$ cat config.mk
export PLATFORM = sky130hd
export DESIGN_NAME = accel_spi_reader_flat
export DESIGN_NICKNAME = d
export VERILOG_FILES = /design/src/rtl/accel_spi_reader_if.sv /design/src/rtl/accel_spi_reader.sv /design/src/flat_wrapper.sv
export SDC_FILE = /design/constraint.sdc
export NUM_CORES = 1
export LEC_CHECK = 0
export BUFFER_PORTS_ARGS = -buffer_cell sky130_fd_sc_hd__buf_4
export CORE_UTILIZATION = 50
export DETAILED_ROUTE_END_ITERATION = 6
export PLACE_DENSITY = 0.7
export SYNTH_ARGS = -nofsm -noshare
export SYNTH_HDL_FRONTEND = slang
export SYNTH_SLANG_ARGS = --single-unit
$ cat constraint.sdc
create_clock -name clk -period 5.17 [get_ports clk]
set_input_delay 0.517 -clock clk [delete_from_list [all_inputs] [get_ports clk]]
set_output_delay 0.517 -clock clk [all_outputs]
set_load 0.03 [all_outputs]
$ cat src/rtl/accel_spi_reader_if.sv
// SPI pins plus sample outputs of the ADXL362 reader.
// The reader drives the master side; the sensor and its consumers sit on the slave side.
interface accel_spi_reader_if;
    logic        sclk;
    logic        mosi;
    logic        miso;
    logic        cs_n;
    logic [15:0] ax;
    logic [15:0] ay;
    logic        sample_valid;
    logic        init_done;

    modport master (
        output sclk, mosi, cs_n, ax, ay, sample_valid, init_done,
        input  miso
    );

    modport slave (
        input  sclk, mosi, cs_n, ax, ay, sample_valid, init_done,
        output miso
    );
endinterface

$ cat src/rtl/accel_spi_reader.sv
// ADXL362 SPI master: after the boot delay, writes POWER_CTL to enter measurement mode,
// then periodically burst-reads XDATA/YDATA and presents {ax, ay} with a one-cycle strobe.
module accel_spi_reader #(
    parameter int unsigned SCLK_DIV   = 50,
    parameter int unsigned SAMPLE_DIV = 1000000,
    parameter int unsigned BOOT_DIV   = 500000,
    parameter int unsigned CS_GAP     = 2
) (
    input  logic                clk,
    input  logic                rst,
    accel_spi_reader_if.master  bus
);

    localparam int unsigned GAP_CYC   = CS_GAP * SCLK_DIV;
    localparam int unsigned WAIT_MAX  = (BOOT_DIV > GAP_CYC) ? BOOT_DIV : GAP_CYC;
    localparam int unsigned WAIT_W    = $clog2(WAIT_MAX + 1);
    localparam int unsigned DIV_W     = $clog2(SCLK_DIV + 1);
    localparam int unsigned TMR_W     = $clog2(SAMPLE_DIV + 1);
    localparam int unsigned CFG_BITS  = 24;
    localparam int unsigned READ_BITS = 48;
    localparam logic [47:0] CFG_FRAME  = {8'h0A, 8'h2D, 8'h02, 24'h0};
    localparam logic [47:0] READ_FRAME = {8'h0B, 8'h0E, 32'h0};

    typedef enum logic [2:0] {BOOT, CFG, GAP1, IDLE, READ, GAP} state_t;

    state_t             state;
    logic [WAIT_W-1:0]  wait_cnt;
    logic [DIV_W-1:0]   div_cnt;
    logic [5:0]         bit_cnt;
    logic [47:0]        tx_sr;
    logic [31:0]        rx_sr;
    logic               sclk_q;
    logic               cs_q;
    logic [15:0]        ax_q;
    logic [15:0]        ay_q;
    logic               valid_q;
    logic               init_q;
    logic               cap_pend;
    logic               tick_pend;
    logic               tmr_en;
    logic [TMR_W-1:0]   tmr;

    logic               tick;
    logic               half_tick;
    logic               gap_end;
    logic               go_cfg;
    logic               go_read;
    logic [5:0]         nbits;

    assign tick      = tmr_en && (tmr == TMR_W'(SAMPLE_DIV - 1));
    assign half_tick = (div_cnt == DIV_W'(SCLK_DIV - 1));
    assign gap_end   = (wait_cnt == WAIT_W'(GAP_CYC - 1));
    assign nbits     = (state == CFG) ? 6'(CFG_BITS) : 6'(READ_BITS);
    assign go_cfg    = (state == BOOT) && (wait_cnt == WAIT_W'(BOOT_DIV - 1));
    // A pending or fresh tick launches the read directly out of the gap, so no tick waits an extra cycle
    assign go_read   = (tick || tick_pend) && ((state == IDLE) || ((state == GAP) && gap_end));

    assign bus.sclk         = sclk_q;
    assign bus.mosi         = tx_sr[47];
    assign bus.cs_n         = cs_q;
    assign bus.ax           = ax_q;
    assign bus.ay           = ay_q;
    assign bus.sample_valid = valid_q;
    assign bus.init_done    = init_q;

    // Sequencer and SPI bit engine
    always_ff @(posedge clk or posedge rst) begin
        if (rst) begin
            state     <= BOOT;
            wait_cnt  <= '0;
            div_cnt   <= '0;
            bit_cnt   <= '0;
            tx_sr     <= '0;
            rx_sr     <= '0;
            sclk_q    <= 1'b0;
            cs_q      <= 1'b1;
            ax_q      <= '0;
            ay_q      <= '0;
            valid_q   <= 1'b0;
            init_q    <= 1'b0;
            cap_pend  <= 1'b0;
            tick_pend <= 1'b0;
        end else begin
            valid_q <= 1'b0;
            if (cap_pend) begin
                ax_q     <= {rx_sr[23:16], rx_sr[31:24]};
                ay_q     <= {rx_sr[7:0],   rx_sr[15:8]};
                valid_q  <= 1'b1;
                cap_pend <= 1'b0;
            end

            if (go_read)
                tick_pend <= 1'b0;
            else if (tick && state != IDLE)
                tick_pend <= 1'b1;

            case (state)
                BOOT: wait_cnt <= wait_cnt + WAIT_W'(1);
                CFG, READ: begin
                    div_cnt <= half_tick ? '0 : div_cnt + DIV_W'(1);
                    if (half_tick) begin
                        if (sclk_q) begin
                            sclk_q <= 1'b0;
                            tx_sr  <= {tx_sr[46:0], 1'b0};
                        end else if (bit_cnt != nbits) begin
                            sclk_q  <= 1'b1;
                            rx_sr   <= {rx_sr[30:0], bus.miso};
                            bit_cnt <= bit_cnt + 6'd1;
                            if (state == READ && bit_cnt == nbits - 6'd1)
                                cap_pend <= 1'b1;
                        end else begin
                            cs_q     <= 1'b1;
                            wait_cnt <= '0;
                            state    <= (state == CFG) ? GAP1 : GAP;
                        end
                    end
                end
                GAP1: begin
                    if (gap_end) begin
                        init_q <= 1'b1;
                        state  <= IDLE;
                    end else begin
                        wait_cnt <= wait_cnt + WAIT_W'(1);
                    end
                end
                GAP: begin
                    if (!gap_end)
                        wait_cnt <= wait_cnt + WAIT_W'(1);
                    else if (!go_read)
                        state <= IDLE;
                end
                default: ;
            endcase

            if (go_cfg || go_read) begin
                cs_q    <= 1'b0;
                sclk_q  <= 1'b0;
                div_cnt <= '0;
                bit_cnt <= '0;
                tx_sr   <= go_cfg ? CFG_FRAME : READ_FRAME;
                state   <= go_cfg ? CFG : READ;
            end
        end
    end

    // Sample timer free-runs from the cycle init_done rises
    always_ff @(posedge clk or posedge rst) begin
        if (rst) begin
            tmr_en <= 1'b0;
            tmr    <= '0;
        end else if (state == GAP1 && gap_end) begin
            tmr_en <= 1'b1;
            tmr    <= '0;
        end else if (tmr_en) begin
            tmr <= tick ? '0 : tmr + TMR_W'(1);
        end
    end

endmodule
$ cat src/flat_wrapper.sv
// flat-port wrapper written by rule: the top's interface ports become plain ports
module accel_spi_reader_flat 
#(
    parameter int unsigned SCLK_DIV   = 50,
    parameter int unsigned SAMPLE_DIV = 1000000,
    parameter int unsigned BOOT_DIV   = 500000,
    parameter int unsigned CS_GAP     = 2
)
  (clk, rst, bus_sclk, bus_mosi, bus_cs_n, bus_ax, bus_ay, bus_sample_valid, bus_init_done, bus_miso);
  accel_spi_reader_if bus_i ();
  input  logic clk;
  input  logic rst;
  output wire logic [$bits(bus_i.sclk)-1:0] bus_sclk;
  output wire logic [$bits(bus_i.mosi)-1:0] bus_mosi;
  output wire logic [$bits(bus_i.cs_n)-1:0] bus_cs_n;
  output wire logic [$bits(bus_i.ax)-1:0] bus_ax;
  output wire logic [$bits(bus_i.ay)-1:0] bus_ay;
  output wire logic [$bits(bus_i.sample_valid)-1:0] bus_sample_valid;
  output wire logic [$bits(bus_i.init_done)-1:0] bus_init_done;
  input wire logic [$bits(bus_i.miso)-1:0] bus_miso;
  assign bus_sclk = bus_i.sclk;
  assign bus_mosi = bus_i.mosi;
  assign bus_cs_n = bus_i.cs_n;
  assign bus_ax = bus_i.ax;
  assign bus_ay = bus_i.ay;
  assign bus_sample_valid = bus_i.sample_valid;
  assign bus_init_done = bus_i.init_done;
  assign bus_i.miso = bus_miso;
  accel_spi_reader #(.SCLK_DIV(SCLK_DIV), .SAMPLE_DIV(SAMPLE_DIV), .BOOT_DIV(BOOT_DIV), .CS_GAP(CS_GAP)) u_core (.clk(clk), .rst(rst), .bus(bus_i));
endmodule
==> impl_metrics.prom, run 1 <==
# TYPE chip_impl_metric gauge
chip_impl_metric{name="portion_of_the_clock_cycle_consumed_by_the_worst_path_in_the_final_layout",unit=""} 0.596
chip_impl_metric{name="routed_via_density",unit=""} 6.13
chip_impl_info{name="setup.worst_path.end_class",value="flop"} 1
chip_impl_metric{name="avgSynthCellArea",unit="µm²"} 11.1
chip_impl_metric{name="seq_power_share",unit=""} 0.474
chip_impl_metric{name="timing.slew.headroom",unit=""} 0.236
chip_impl_info{name="worstReg2RegStart",value="u_core.wait_cnt[1]"} 1
chip_impl_metric{name="clk_pin_slew_worst_setup_hold_paths",unit="ns"} 0.07
chip_impl_metric{name="worst_ep_required_time",unit="ns"} 5.48
chip_impl_metric{name="area.growth.synth_to_final",unit="%"} 13.6
chip_impl_metric{name="core.rowCount",unit=""} 43
chip_impl_metric{name="worst_slew_pin_slew",unit="ns"} 1.14
chip_impl_metric{name="routed_wirelength",unit="µm"} 15000
chip_impl_metric{name="ys_async_sr_fraction",unit=""} 1.00
chip_impl_info{name="commonest_cells_after_routing_fill_and_taps_aside",value="146 x dfrtp_1, 58 x mux2_2, 45 x buf_4"} 1
chip_impl_info{name="setup.worst_path.class",value="reg2reg"} 1
chip_impl_info{name="clock_tree_root_buffer_cell",value="clkbuf_16"} 1
chip_impl_info{name="hp-class",value="in2async"} 1
chip_impl_metric{name="die_area",unit="µm²"} 14900
chip_impl_info{name="mostFrequentLayoutCell",value="dfrtp_1"} 1
chip_impl_metric{name="grt_max_degree",unit=""} 91
chip_impl_metric{name="cts_max_path_buffers",unit=""} 2
chip_impl_info{name="yosys_most_used_dff",value="dfrtp_1"} 1
chip_impl_info{name="timing.critical_path.from",value="u_core.wait_cnt[1]"} 1
chip_impl_metric{name="detailedPlacementHpwl",unit="µm"} 9330
chip_impl_metric{name="design.core.area",unit="µm²"} 14000
chip_impl_metric{name="synth_area",unit="µm²"} 7210
chip_impl_metric{name="num_antenna_cells",unit=""} 0
chip_impl_metric{name="die_w",unit="µm"} 122
chip_impl_metric{name="postCtsResizedCells",unit=""} 0
chip_impl_metric{name="start_util",unit=""} 0.516
chip_impl_metric{name="final_count_of_negative_setup_slack_endpoints",unit=""} 0
chip_impl_metric{name="drive_gt1_frac",unit=""} 0.230
chip_impl_metric{name="grt.overflow.total",unit=""} 0
chip_impl_metric{name="ys.warnings.count",unit=""} 0
chip_impl_metric{name="synth_edf_count",unit=""} 0
chip_impl_info{name="grt_setup_unrepaired",value="false"} 1
chip_impl_metric{name="maxClockFrequency",unit="MHz"} 324
chip_impl_metric{name="leakage_power_figure",unit="nW"} 3.84
chip_impl_metric{name="cell_internal_pwr",unit="mW"} 1.85
chip_impl_metric{name="place.port_buffers",unit=""} 39
chip_impl_metric{name="setup_tns",unit="ns"} 0
chip_impl_metric{name="htree_levels",unit=""} 4
chip_impl_metric{name="yosysUniqueCellTypes",unit=""} 73
chip_impl_metric{name="grt_usage",unit=""} 0.221
chip_impl_metric{name="syn_nets",unit=""} 658
chip_impl_metric{name="detailed_place.area",unit="µm²"} 7580
chip_impl_metric{name="seq_area_frac_synth",unit=""} 0.510
chip_impl_metric{name="postSynthCellCount",unit=""} 649
chip_impl_metric{name="finClkSkew",unit="ns"} 0.00933
chip_impl_metric{name="number_of_buffers_inserted_by_post_cts_setup_repair",unit=""} 0
chip_impl_metric{name="cts.sink_count",unit=""} 147
chip_impl_info{name="run_status",value="complete, no violations"} 1
chip_impl_metric{name="timing.critical_path.fanout_max",unit=""} 24
chip_impl_metric{name="drt_antenna_net_count",unit=""} 0
chip_impl_metric{name="place_congestion",unit=""} 0.780
chip_impl_metric{name="drt-initial-drc-count",unit=""} 407
chip_impl_metric{name="dieHeight",unit="µm"} 122
chip_impl_metric{name="ys_seq_elements",unit=""} 147
chip_impl_metric{name="cts_hold_buffers",unit=""} 0
chip_impl_metric{name="max-vdd-ir-drop",unit="mV"} 0.264
chip_impl_metric{name="tritoncts.num_buffers",unit=""} 17
chip_impl_metric{name="dr_total_vias",unit=""} 5312
chip_impl_metric{name="drc",unit=""} 0
chip_impl_metric{name="final_design_area_no_fill",unit="µm²"} 8200
chip_impl_metric{name="cp_data_arrival_time",unit="ns"} 3.39
chip_impl_metric{name="timing.final.max_slew_violations",unit=""} 0
chip_impl_metric{name="nets",unit=""} 683
chip_impl_metric{name="clk-insertion-delay-late",unit="ns"} 0.43
chip_impl_info{name="cp-start-kind",value="flop"} 1
chip_impl_metric{name="first_global_vias",unit=""} 5402
chip_impl_metric{name="drt_first_pass_iters",unit=""} 7
chip_impl_metric{name="wire_length_of_the_first_global_routing_pass",unit="µm"} 25900
chip_impl_metric{name="timing.final.crit_period",unit="ns"} 3.08
chip_impl_metric{name="switching_share",unit=""} 0.239
chip_impl_metric{name="antenna_found_initial",unit=""} 0
chip_impl_metric{name="power_frac_comb",unit=""} 0.010
chip_impl_metric{name="boundaryPins",unit=""} 40
chip_impl_metric{name="drt-wirelength-per-cell",unit="µm"} 17.3
chip_impl_metric{name="maxCapViolations",unit=""} 0
chip_impl_metric{name="total_switching_power",unit="µW"} 581
chip_impl_metric{name="finalHoldViolCount",unit=""} 0
chip_impl_metric{name="clkPwrFrac",unit=""} 0.517
chip_impl_info{name="tritoncts",value="built"} 1
chip_impl_metric{name="cellPowerDensity",unit="nW/µm²"} 296
[through the flow]
step	setup slack, ns	instances	utilization	hold slack (ns)	power (mW)
after global placement	2.25	835	0.542	0.473	1.20
after CTS	2.09	867	0.586	0.277	2.46
final	2.09	867	0.586	0.226	2.43
after detailed placement	2.14	835	0.542	0.480	1.20
after floorplan	0.703	649	-	0.352	1.19
after global routing	1.85	867	0.586	0.294	2.51
[state kept, by name, summed over array words and instances (netlist names), 3 cells and up]
name,count
u_core.tx_sr,23
u_core.wait_cnt,19
u_core.state,3
u_core.bit_cnt,6
u_core.tmr,20
u_core.rx_sr,32
u_core.bus.ax,16
u_core.bus.ay,16
u_core.div_cnt,6
[worst max-delay path, cell delays in order (launching register included)]
cell	delay, ns
dfrtp_1	0.41
ha_1	0.25
nor4b_1	0.56
nand3_1	0.26
o21ai_4	0.59
a21o_2	0.53
mux2_1	0.36
[area by class of cell]
class	count	area [µm²]
flip-flops and latches	147	3680
well taps	180	225
clock buffers	17	425
clock inverters	15	191
fillers	1155	5790
multi-input cells	428	3200
repair buffers	45	338
inverters	35	136
[per-layer routing]
layer / share of wire / track usage / vias to the layer above
met1: 0.45 / 0.280 / 2673
met2: 0.50 / 0.366 / 123
met3: 0.045 / 0.0543 / 13
li1: - / - / 2503
met5: 0 / 0 / -
met4: 0.011 / 0.0785 / 0
[synthesized netlist by cell type (11+ instances only)]
library cell	count	area (µm²)
a211oi_1	20	150
a21oi_1	14	70.1
a31oi_1	25	156
a41o_1	13	130
buf_2	13	65.1
clkbuf_1	14	52.6
dfrtp_1	146	3650
inv_1	34	128
mux2_2	58	653
nand2_1	32	120
nand3_1	22	110
nand4_1	19	119
nor2_1	23	86.3
o31ai_1	17	128
or3_1	11	68.8
or4_1	18	135
[cells by family after synthesis]
family,Yosys count,synth area share
buf+inv,74,0.0470
simple gates,193,0.156
flops,147,0.510
mux,75,0.118
fa+ha+maj,6,0.0104
xor+xnor,6,0.00728
compound gates,148,0.152
[power by group through the flow]
stage	Combinational, mW	Clock [mW]	Sequential [mW]
floorplan	0.0169	0	1.17
global placement	0.0252	0	1.17
detailed placement	0.0258	0	1.17
CTS	0.0257	1.28	1.15
global route	0.0288	1.33	1.15
finish	0.0236	1.26	1.15
[final timing paths]
check | to | slack, ns | cells past startpoint
max in group asynchronous | u_core.rx_sr[4] | 3.73 | 3
min in group clk | u_core.rx_sr[0] | 0.30 | 2
worst min register to register | u_core.tx_sr[43] | 0.49 | 1
worst min-delay path | u_core.rx_sr[31] | 0.23 | 2
worst max register to register | u_core.tx_sr[35] | 2.09 | 6
worst max-delay path | u_core.tx_sr[35] | 2.09 | 6
(Power assumes the default switching activity.)
==> inputs of run 2 (changes only) <==
--- a/config.mk
+++ b/config.mk
@@ -8,7 +8,7 @@
 export BUFFER_PORTS_ARGS = -buffer_cell sky130_fd_sc_hd__buf_4
 export CORE_UTILIZATION = 50
 export DETAILED_ROUTE_END_ITERATION = 6
-export PLACE_DENSITY = 0.7
+export PLACE_DENSITY = 0.73
 export SYNTH_ARGS = -nofsm -noshare
 export SYNTH_HDL_FRONTEND = slang
 export SYNTH_SLANG_ARGS = --single-unit
==> constraint.sdc (replaced) <==
create_clock -name clk -period 2.77 [get_ports clk]
set_input_delay 0.277 -clock clk [delete_from_list [all_inputs] [get_ports clk]]
set_output_delay 0.277 -clock clk [all_outputs]
set_load 0.03 [all_outputs]
==> run 2 against run 1 <==
Against the previous run: via count rose by 1.2%; critical path depth fell by 1; largest cell class unchanged; global-route usage fell by 0.16 points; cell area increased by 1.6%; flip-flop and latch count unchanged; utilization rose by 0.91 points; register-to-register slack worse by 1.8 ns.
==> impl_metrics.prom, run 2 (synthesis gave the netlist of run 1 again) <==
# TYPE chip_impl_metric gauge
chip_impl_info{name="setup.worst_path.class",value="reg2reg"} 1
chip_impl_metric{name="leakage_power_figure",unit="nW"} 3.93
chip_impl_metric{name="timing.critical_path.fanout_max",unit=""} 15
chip_impl_metric{name="dr_total_vias",unit=""} 5377
chip_impl_metric{name="number_of_buffers_inserted_by_post_cts_setup_repair",unit=""} 0
chip_impl_metric{name="portion_of_the_clock_cycle_consumed_by_the_worst_path_in_the_final_layout",unit=""} 0.912
chip_impl_metric{name="cts.sink_count",unit=""} 147
chip_impl_metric{name="design.core.area",unit="µm²"} 14000
chip_impl_metric{name="timing.final.crit_period",unit="ns"} 2.53
chip_impl_metric{name="drt_antenna_net_count",unit=""} 0
chip_impl_metric{name="groute.layer.met1.usage",unit=""} 0.277
chip_impl_metric{name="antenna_found_initial",unit=""} 0
chip_impl_info{name="largest_registers",value="u_core.rx_sr x32, u_core.tx_sr x23, u_core.tmr x20"} 1
chip_impl_metric{name="postCtsResizedCells",unit=""} 0
chip_impl_metric{name="grt_max_degree",unit=""} 56
chip_impl_metric{name="drt-wirelength-per-cell",unit="µm"} 17.3
chip_impl_metric{name="setup_tns",unit="ns"} 0
chip_impl_metric{name="max-vdd-ir-drop",unit="mV"} 0.466
chip_impl_metric{name="num_antenna_cells",unit=""} 0
chip_impl_metric{name="r2r_setup_slack",unit="ns"} 0.24
chip_impl_metric{name="worst_slew_pin_slew",unit="ns"} 0.881
chip_impl_metric{name="finClkSkew",unit="ns"} 0.00677
chip_impl_metric{name="met3_usage",unit=""} 0.0562
chip_impl_info{name="commonest_cells_after_routing_fill_and_taps_aside",value="146 x dfrtp_1, 58 x mux2_2, 58 x buf_4"} 1
chip_impl_metric{name="cellPowerDensity",unit="nW/µm²"} 540
chip_impl_metric{name="nets",unit=""} 699
chip_impl_metric{name="drt-initial-drc-count",unit=""} 379
chip_impl_metric{name="routed_wirelength",unit="µm"} 15300
chip_impl_metric{name="number_of_flip_flops_in_the_largest_register",unit=""} 32
chip_impl_metric{name="drc",unit=""} 0
chip_impl_metric{name="maxCapViolations",unit=""} 0
chip_impl_metric{name="start_util",unit=""} 0.516
chip_impl_metric{name="first_global_vias",unit=""} 5367
chip_impl_metric{name="boundaryPins",unit=""} 40
chip_impl_metric{name="clk-insertion-delay-late",unit="ns"} 0.42
chip_impl_info{name="clock_tree_root_buffer_cell",value="clkbuf_16"} 1
chip_impl_metric{name="timing.final.max_slew_violations",unit=""} 0
chip_impl_metric{name="grt_usage",unit=""} 0.219
chip_impl_metric{name="groute.layer.met2.usage",unit=""} 0.362
chip_impl_metric{name="detailedPlacementHpwl",unit="µm"} 9910
chip_impl_metric{name="timing.slew.headroom",unit=""} 0.411
chip_impl_metric{name="cts_max_path_buffers",unit=""} 2
chip_impl_info{name="cp-start-kind",value="flop"} 1
chip_impl_info{name="run_status",value="complete, no violations"} 1
chip_impl_metric{name="final_count_of_negative_setup_slack_endpoints",unit=""} 0
chip_impl_metric{name="drt_first_pass_iters",unit=""} 4
chip_impl_metric{name="area.growth.synth_to_final",unit="%"} 15.4
chip_impl_metric{name="die_w",unit="µm"} 122
chip_impl_metric{name="detailed_place.area",unit="µm²"} 7740
chip_impl_metric{name="wire_length_of_the_first_global_routing_pass",unit="µm"} 25800
chip_impl_metric{name="final_design_area_no_fill",unit="µm²"} 8330
chip_impl_metric{name="finalHoldViolCount",unit=""} 0
chip_impl_metric{name="die_area",unit="µm²"} 14900
chip_impl_metric{name="htree_levels",unit=""} 4
chip_impl_metric{name="cp_data_arrival_time",unit="ns"} 2.83
chip_impl_info{name="hp-class",value="in2async"} 1
chip_impl_info{name="grt_setup_unrepaired",value="false"} 1
chip_impl_metric{name="fin_util",unit=""} 0.595
chip_impl_metric{name="cts_hold_buffers",unit=""} 0
chip_impl_metric{name="worst_ep_required_time",unit="ns"} 3.08
chip_impl_metric{name="routed_via_density",unit=""} 6.09
chip_impl_metric{name="clk_pin_slew_worst_setup_hold_paths",unit="ns"} 0.07
chip_impl_metric{name="maxClockFrequency",unit="MHz"} 396
chip_impl_info{name="mostFrequentLayoutCell",value="dfrtp_1"} 1
chip_impl_info{name="tritoncts",value="built"} 1
chip_impl_metric{name="drive_gt1_frac",unit=""} 0.248
chip_impl_metric{name="dieHeight",unit="µm"} 122
chip_impl_info{name="registers.top_by_ff_count",value="u_core.rx_sr"} 1
chip_impl_metric{name="tritoncts.num_buffers",unit=""} 17
chip_impl_metric{name="place_congestion",unit=""} 0.842
chip_impl_info{name="setup.worst_path.end_class",value="flop"} 1
chip_impl_metric{name="core.rowCount",unit=""} 43
chip_impl_metric{name="place.port_buffers",unit=""} 39
chip_impl_metric{name="grt.overflow.total",unit=""} 0
chip_impl_info{name="grt.busiest_layer",value="met2"} 1
[run 2: changes by cell type in the layout (fill, tap and decap cells not counted)]
cell	previous run	this run
clkinv_2	0	2
inv_6	4	5
buf_12	0	3
clkinv_8	4	1
buf_4	45	58
[run 2: final timing paths]
check | depth (start not counted) | endpoint | from
min reg2reg | 1 | u_core.tx_sr[35] | u_core.tx_sr[35]
min in group clk | 2 | u_core.rx_sr[0] | bus_miso
max reg2reg | 5 | u_core.tx_sr[31] | u_core.wait_cnt[9]
min | 2 | u_core.bus.ay[13] | rst
max | 5 | u_core.tx_sr[31] | u_core.wait_cnt[9]
max in group asynchronous | 3 | u_core.rx_sr[23] | rst
[run 2: area by class of cell]
type                       instances  area (µm²)
multi-input combinational        428        3200
fill                            1137        5660
tap                              180         225
sequential                       147        3680
timing repair buffer              61         495
inverter                          35         135
clock buffer                      17         425
clock inverter                    15         163
[run 2: worst max-delay path, cell delays in order, from the launching register on]
cell	delay, ns
dfrtp_1	0.44
or4_4	0.58
or3_4	0.43
o21ai_4	0.24
nand2_1	0.38
a41o_1	0.35
[run 2: metal layers]
layer,vias to the layer above,wire (µm)
met5,-,0
met4,0,209
met3,23,712
met2,118,7570
met1,2695,6780
li1,2541,-
[run 2: per-stage QoR]
step / hold WS (ns) / total power, mW / instances / setup WS, ns
after CTS: 0.0503 / 4.54 / 883 / 0.266
after global routing: 0.0595 / 4.64 / 883 / 0.168
after floorplan: 0.352 / 2.22 / 649 / 0.545
after global placement: 0.471 / 2.24 / 851 / 0.336
final: 0.0310 / 4.50 / 883 / 0.242
after detailed placement: 0.477 / 2.24 / 851 / 0.265
[run 2: power by group]
group	switching, mW	internal, mW	leakage (nW)	total (mW)
Clock	1.02	1.28	0.293	2.30
Sequential	0.000435	2.15	2.03	2.15
Combinational	0.0420	0.00922	1.60	0.0512
==> inputs of run 3 (changes only) <==
--- a/config.mk
+++ b/config.mk
@@ -7,8 +7,10 @@
 export LEC_CHECK = 0
 export BUFFER_PORTS_ARGS = -buffer_cell sky130_fd_sc_hd__buf_4
 export CORE_UTILIZATION = 50
+export CTS_BUF_LIST = sky130_fd_sc_hd__clkbuf_4
 export DETAILED_ROUTE_END_ITERATION = 6
 export PLACE_DENSITY = 0.73
+export RECOVER_POWER = 25
 export SYNTH_ARGS = -nofsm -noshare
 export SYNTH_HDL_FRONTEND = slang
 export SYNTH_SLANG_ARGS = --single-unit
==> run 3 against run 2 <==
Against the previous run: flip-flop and latch count stayed put; the flow now finishes with violations (max-capacitance violations, max-slew violations); cell area decreased by 3.6%; critical path depth is the same; utilization decreased by 2.1 points.
==> impl_metrics.prom, run 3 (synthesis gave the netlist of run 1 again) <==
# TYPE chip_impl_metric gauge
chip_impl_info{name="run_status",value="complete, but fails checks"} 1
chip_impl_info{name="violations",value="max-capacitance violations, max-slew violations"} 1
chip_impl_metric{name="clk_pin_slew_worst_setup_hold_paths",unit="ns"} 0.13
chip_impl_metric{name="nets",unit=""} 701
chip_impl_metric{name="post_layout_nonfiller_instances",unit=""} 886
chip_impl_metric{name="routed_wirelength",unit="µm"} 15000
chip_impl_metric{name="clk-insertion-delay-late",unit="ns"} 0.54
chip_impl_metric{name="leakage_power_figure",unit="nW"} 3.79
chip_impl_metric{name="r2r_setup_slack",unit="ns"} 0.21
chip_impl_metric{name="drt-wirelength-per-cell",unit="µm"} 16.9
chip_impl_metric{name="seq_power_share",unit=""} 0.600
chip_impl_metric{name="start_util",unit=""} 0.516
chip_impl_metric{name="finClkSkew",unit="ns"} 0.0211
chip_impl_metric{name="grt.overflow.total",unit=""} 0
chip_impl_info{name="startpoint_of_the_worst_hold_path",value="bus_miso"} 1
chip_impl_metric{name="htree_levels",unit=""} 4
chip_impl_metric{name="timing.critical_path.fanout_max",unit=""} 15
chip_impl_metric{name="switching_share",unit=""} 0.261
chip_impl_metric{name="total_switching_power",unit="µW"} 935
chip_impl_metric{name="dr_wl_met2",unit="µm"} 7360
chip_impl_info{name="clock_tree_root_buffer_cell",value="clkbuf_4"} 1
chip_impl_metric{name="number_of_flip_flops_in_the_largest_register",unit=""} 32
chip_impl_metric{name="p_total",unit="mW"} 3.58
chip_impl_metric{name="grt_max_degree",unit=""} 56
chip_impl_metric{name="timing.final.crit_period",unit="ns"} 2.56
chip_impl_metric{name="final-seq-area",unit="µm²"} 3680
chip_impl_metric{name="drt_first_pass_iters",unit=""} 5
chip_impl_metric{name="dr_total_vias",unit=""} 5373
chip_impl_metric{name="timing.slew.headroom",unit=""} -0.199
chip_impl_info{name="worst_r2r_endpoint",value="u_core.tx_sr[31]"} 1
chip_impl_metric{name="routed_via_density",unit=""} 6.06
chip_impl_metric{name="worst_ep_required_time",unit="ns"} 3.19
chip_impl_info{name="hp-class",value="in2reg"} 1
chip_impl_metric{name="setup_tns",unit="ns"} 0
chip_impl_metric{name="dieHeight",unit="µm"} 122
chip_impl_info{name="commonest_cells_after_routing_fill_and_taps_aside",value="146 x dfrtp_1, 58 x mux2_2, 56 x buf_4"} 1
chip_impl_info{name="timing.critical_path.from",value="u_core.wait_cnt[9]"} 1
chip_impl_metric{name="area.growth.synth_to_final",unit="%"} 11.3
chip_impl_info{name="largest_registers",value="u_core.rx_sr x32, u_core.tx_sr x23, u_core.tmr x20"} 1
chip_impl_metric{name="power_frac_comb",unit=""} 0.014
chip_impl_metric{name="core.rowCount",unit=""} 43
chip_impl_metric{name="cts_max_path_buffers",unit=""} 2
chip_impl_metric{name="place.port_buffers",unit=""} 39
chip_impl_metric{name="drive_gt1_frac",unit=""} 0.245
chip_impl_metric{name="first_global_vias",unit=""} 5382
chip_impl_metric{name="design.core.area",unit="µm²"} 14000
chip_impl_metric{name="portion_of_the_clock_cycle_consumed_by_the_worst_path_in_the_final_layout",unit=""} 0.924
chip_impl_metric{name="finalHoldViolCount",unit=""} 0
chip_impl_metric{name="detailedPlacementHpwl",unit="µm"} 9910
chip_impl_info{name="cp-start-kind",value="flop"} 1
chip_impl_metric{name="place_congestion",unit=""} 0.842
chip_impl_info{name="setup.worst_path.class",value="reg2reg"} 1
chip_impl_metric{name="drt-met1-wl",unit="µm"} 6710
chip_impl_metric{name="worst_slew_pin_slew",unit="ns"} 1.80
chip_impl_metric{name="max-vdd-ir-drop",unit="mV"} 0.473
chip_impl_metric{name="multi_input_area",unit="µm²"} 3200
chip_impl_metric{name="cp_data_arrival_time",unit="ns"} 2.98
chip_impl_metric{name="final.fill_count",unit=""} 1188
chip_impl_metric{name="drt-initial-drc-count",unit=""} 344
chip_impl_metric{name="die_w",unit="µm"} 122
chip_impl_metric{name="boundaryPins",unit=""} 40
chip_impl_info{name="worstReg2RegStart",value="u_core.wait_cnt[9]"} 1
chip_impl_metric{name="numPlacedInstances",unit=""} 851
chip_impl_metric{name="maxCapViolations",unit=""} 2
chip_impl_metric{name="cts.sink_count",unit=""} 147
chip_impl_metric{name="antenna_found_initial",unit=""} 1
chip_impl_metric{name="final_count_of_negative_setup_slack_endpoints",unit=""} 0
chip_impl_metric{name="worst_hold_path.num_cells",unit=""} 3
chip_impl_metric{name="worst-r2r-cell-count",unit=""} 5
chip_impl_info{name="registers.top_by_ff_count",value="u_core.rx_sr"} 1
chip_impl_info{name="grt_setup_unrepaired",value="false"} 1
chip_impl_metric{name="drt_antenna_net_count",unit=""} 0
chip_impl_metric{name="tritoncts.num_buffers",unit=""} 17
chip_impl_metric{name="clkPwrFrac",unit=""} 0.386
chip_impl_metric{name="die_area",unit="µm²"} 14900
chip_impl_info{name="setup.worst_path.end_class",value="flop"} 1
chip_impl_info{name="hold-path-endpoint",value="u_core.rx_sr[0]"} 1
chip_impl_info{name="tritoncts",value="built"} 1
chip_impl_metric{name="cell_internal_pwr",unit="mW"} 2.65
chip_impl_info{name="top_layer_used",value="met4"} 1
chip_impl_metric{name="met3WireLength",unit="µm"} 723
chip_impl_metric{name="cellPowerDensity",unit="nW/µm²"} 446
chip_impl_metric{name="grt_usage",unit=""} 0.211
chip_impl_metric{name="drc",unit=""} 0
chip_impl_info{name="mostFrequentLayoutCell",value="dfrtp_1"} 1
chip_impl_metric{name="maxClockFrequency",unit="MHz"} 391
chip_impl_metric{name="timing.final.max_slew_violations",unit=""} 73
chip_impl_metric{name="wire_length_of_the_first_global_routing_pass",unit="µm"} 25100
-- run 3: power groups by stage --
stage                     Combinational, mW  Clock (mW)  Sequential [mW]
after detailed placement             0.0550           0             2.19
after global routing                 0.0608        1.51             2.15
after floorplan                      0.0320           0             2.19
after global placement               0.0527           0             2.19
after CTS                            0.0573        1.42             2.15
final                                0.0498        1.38             2.15
-- run 3: worst max-delay path, cell delays in order, from the launching register on --
cell     delay (ns)
dfrtp_1        0.47
or4_4          0.59
or3_4          0.43
o21ai_4        0.24
nand2_1        0.38
a41o_1         0.35
-- run 3: worst max path at each step --
stage | to | slack, ns | depth (start not counted)
finish | u_core.tx_sr[31] | 0.21 | 5
global route | u_core.tx_sr[31] | 0.16 | 5
CTS | u_core.tx_sr[31] | 0.25 | 5
detailed placement | u_core.tx_sr[44] | 0.26 | 5
global placement | u_core.tx_sr[34] | 0.34 | 6
floorplan | u_core.div_cnt[0] | 0.55 | 6
-- run 3: through the flow --
| stage | hold WS [ns] | utilization | setup slack, ns | area [µm²] |
|---|---|---|---|---|
| after global routing | 0.457 | 0.574 | 0.156 | 8030 |
| after floorplan | 0.352 | - | 0.545 | 7220 |
| final | 0.489 | 0.574 | 0.210 | 8030 |
| after detailed placement | 0.477 | 0.553 | 0.265 | 7740 |
| after CTS | 0.446 | 0.575 | 0.247 | 8050 |
| after global placement | 0.471 | 0.553 | 0.336 | 7740 |
-- run 3: area by class of cell --
class | count | area share
multi-input combinational | 428 | 0.399
inverter | 35 | 0.0165
tap | 180 | 0.0280
timing repair buffer | 63 | 0.0619
clock buffer | 17 | 0.0159
clock inverter | 15 | 0.0203
sequential | 147 | 0.458
antenna | 1 | 0.000312
-- run 3: layer usage --
metal | up-vias | track usage
li1 | 2547 | -
met1 | 2678 | 0.270
met2 | 131 | 0.350
met3 | 17 | 0.0534
met4 | 0 | 0.0663
met5 | - | 0
-- run 3: what timing repair did --
action | in CTS | in global routing
gates resized for setup | 0 | 0
hold endpoints to repair | 36 | 0
hold buffers | 2 | 0
setup buffers | 0 | 0
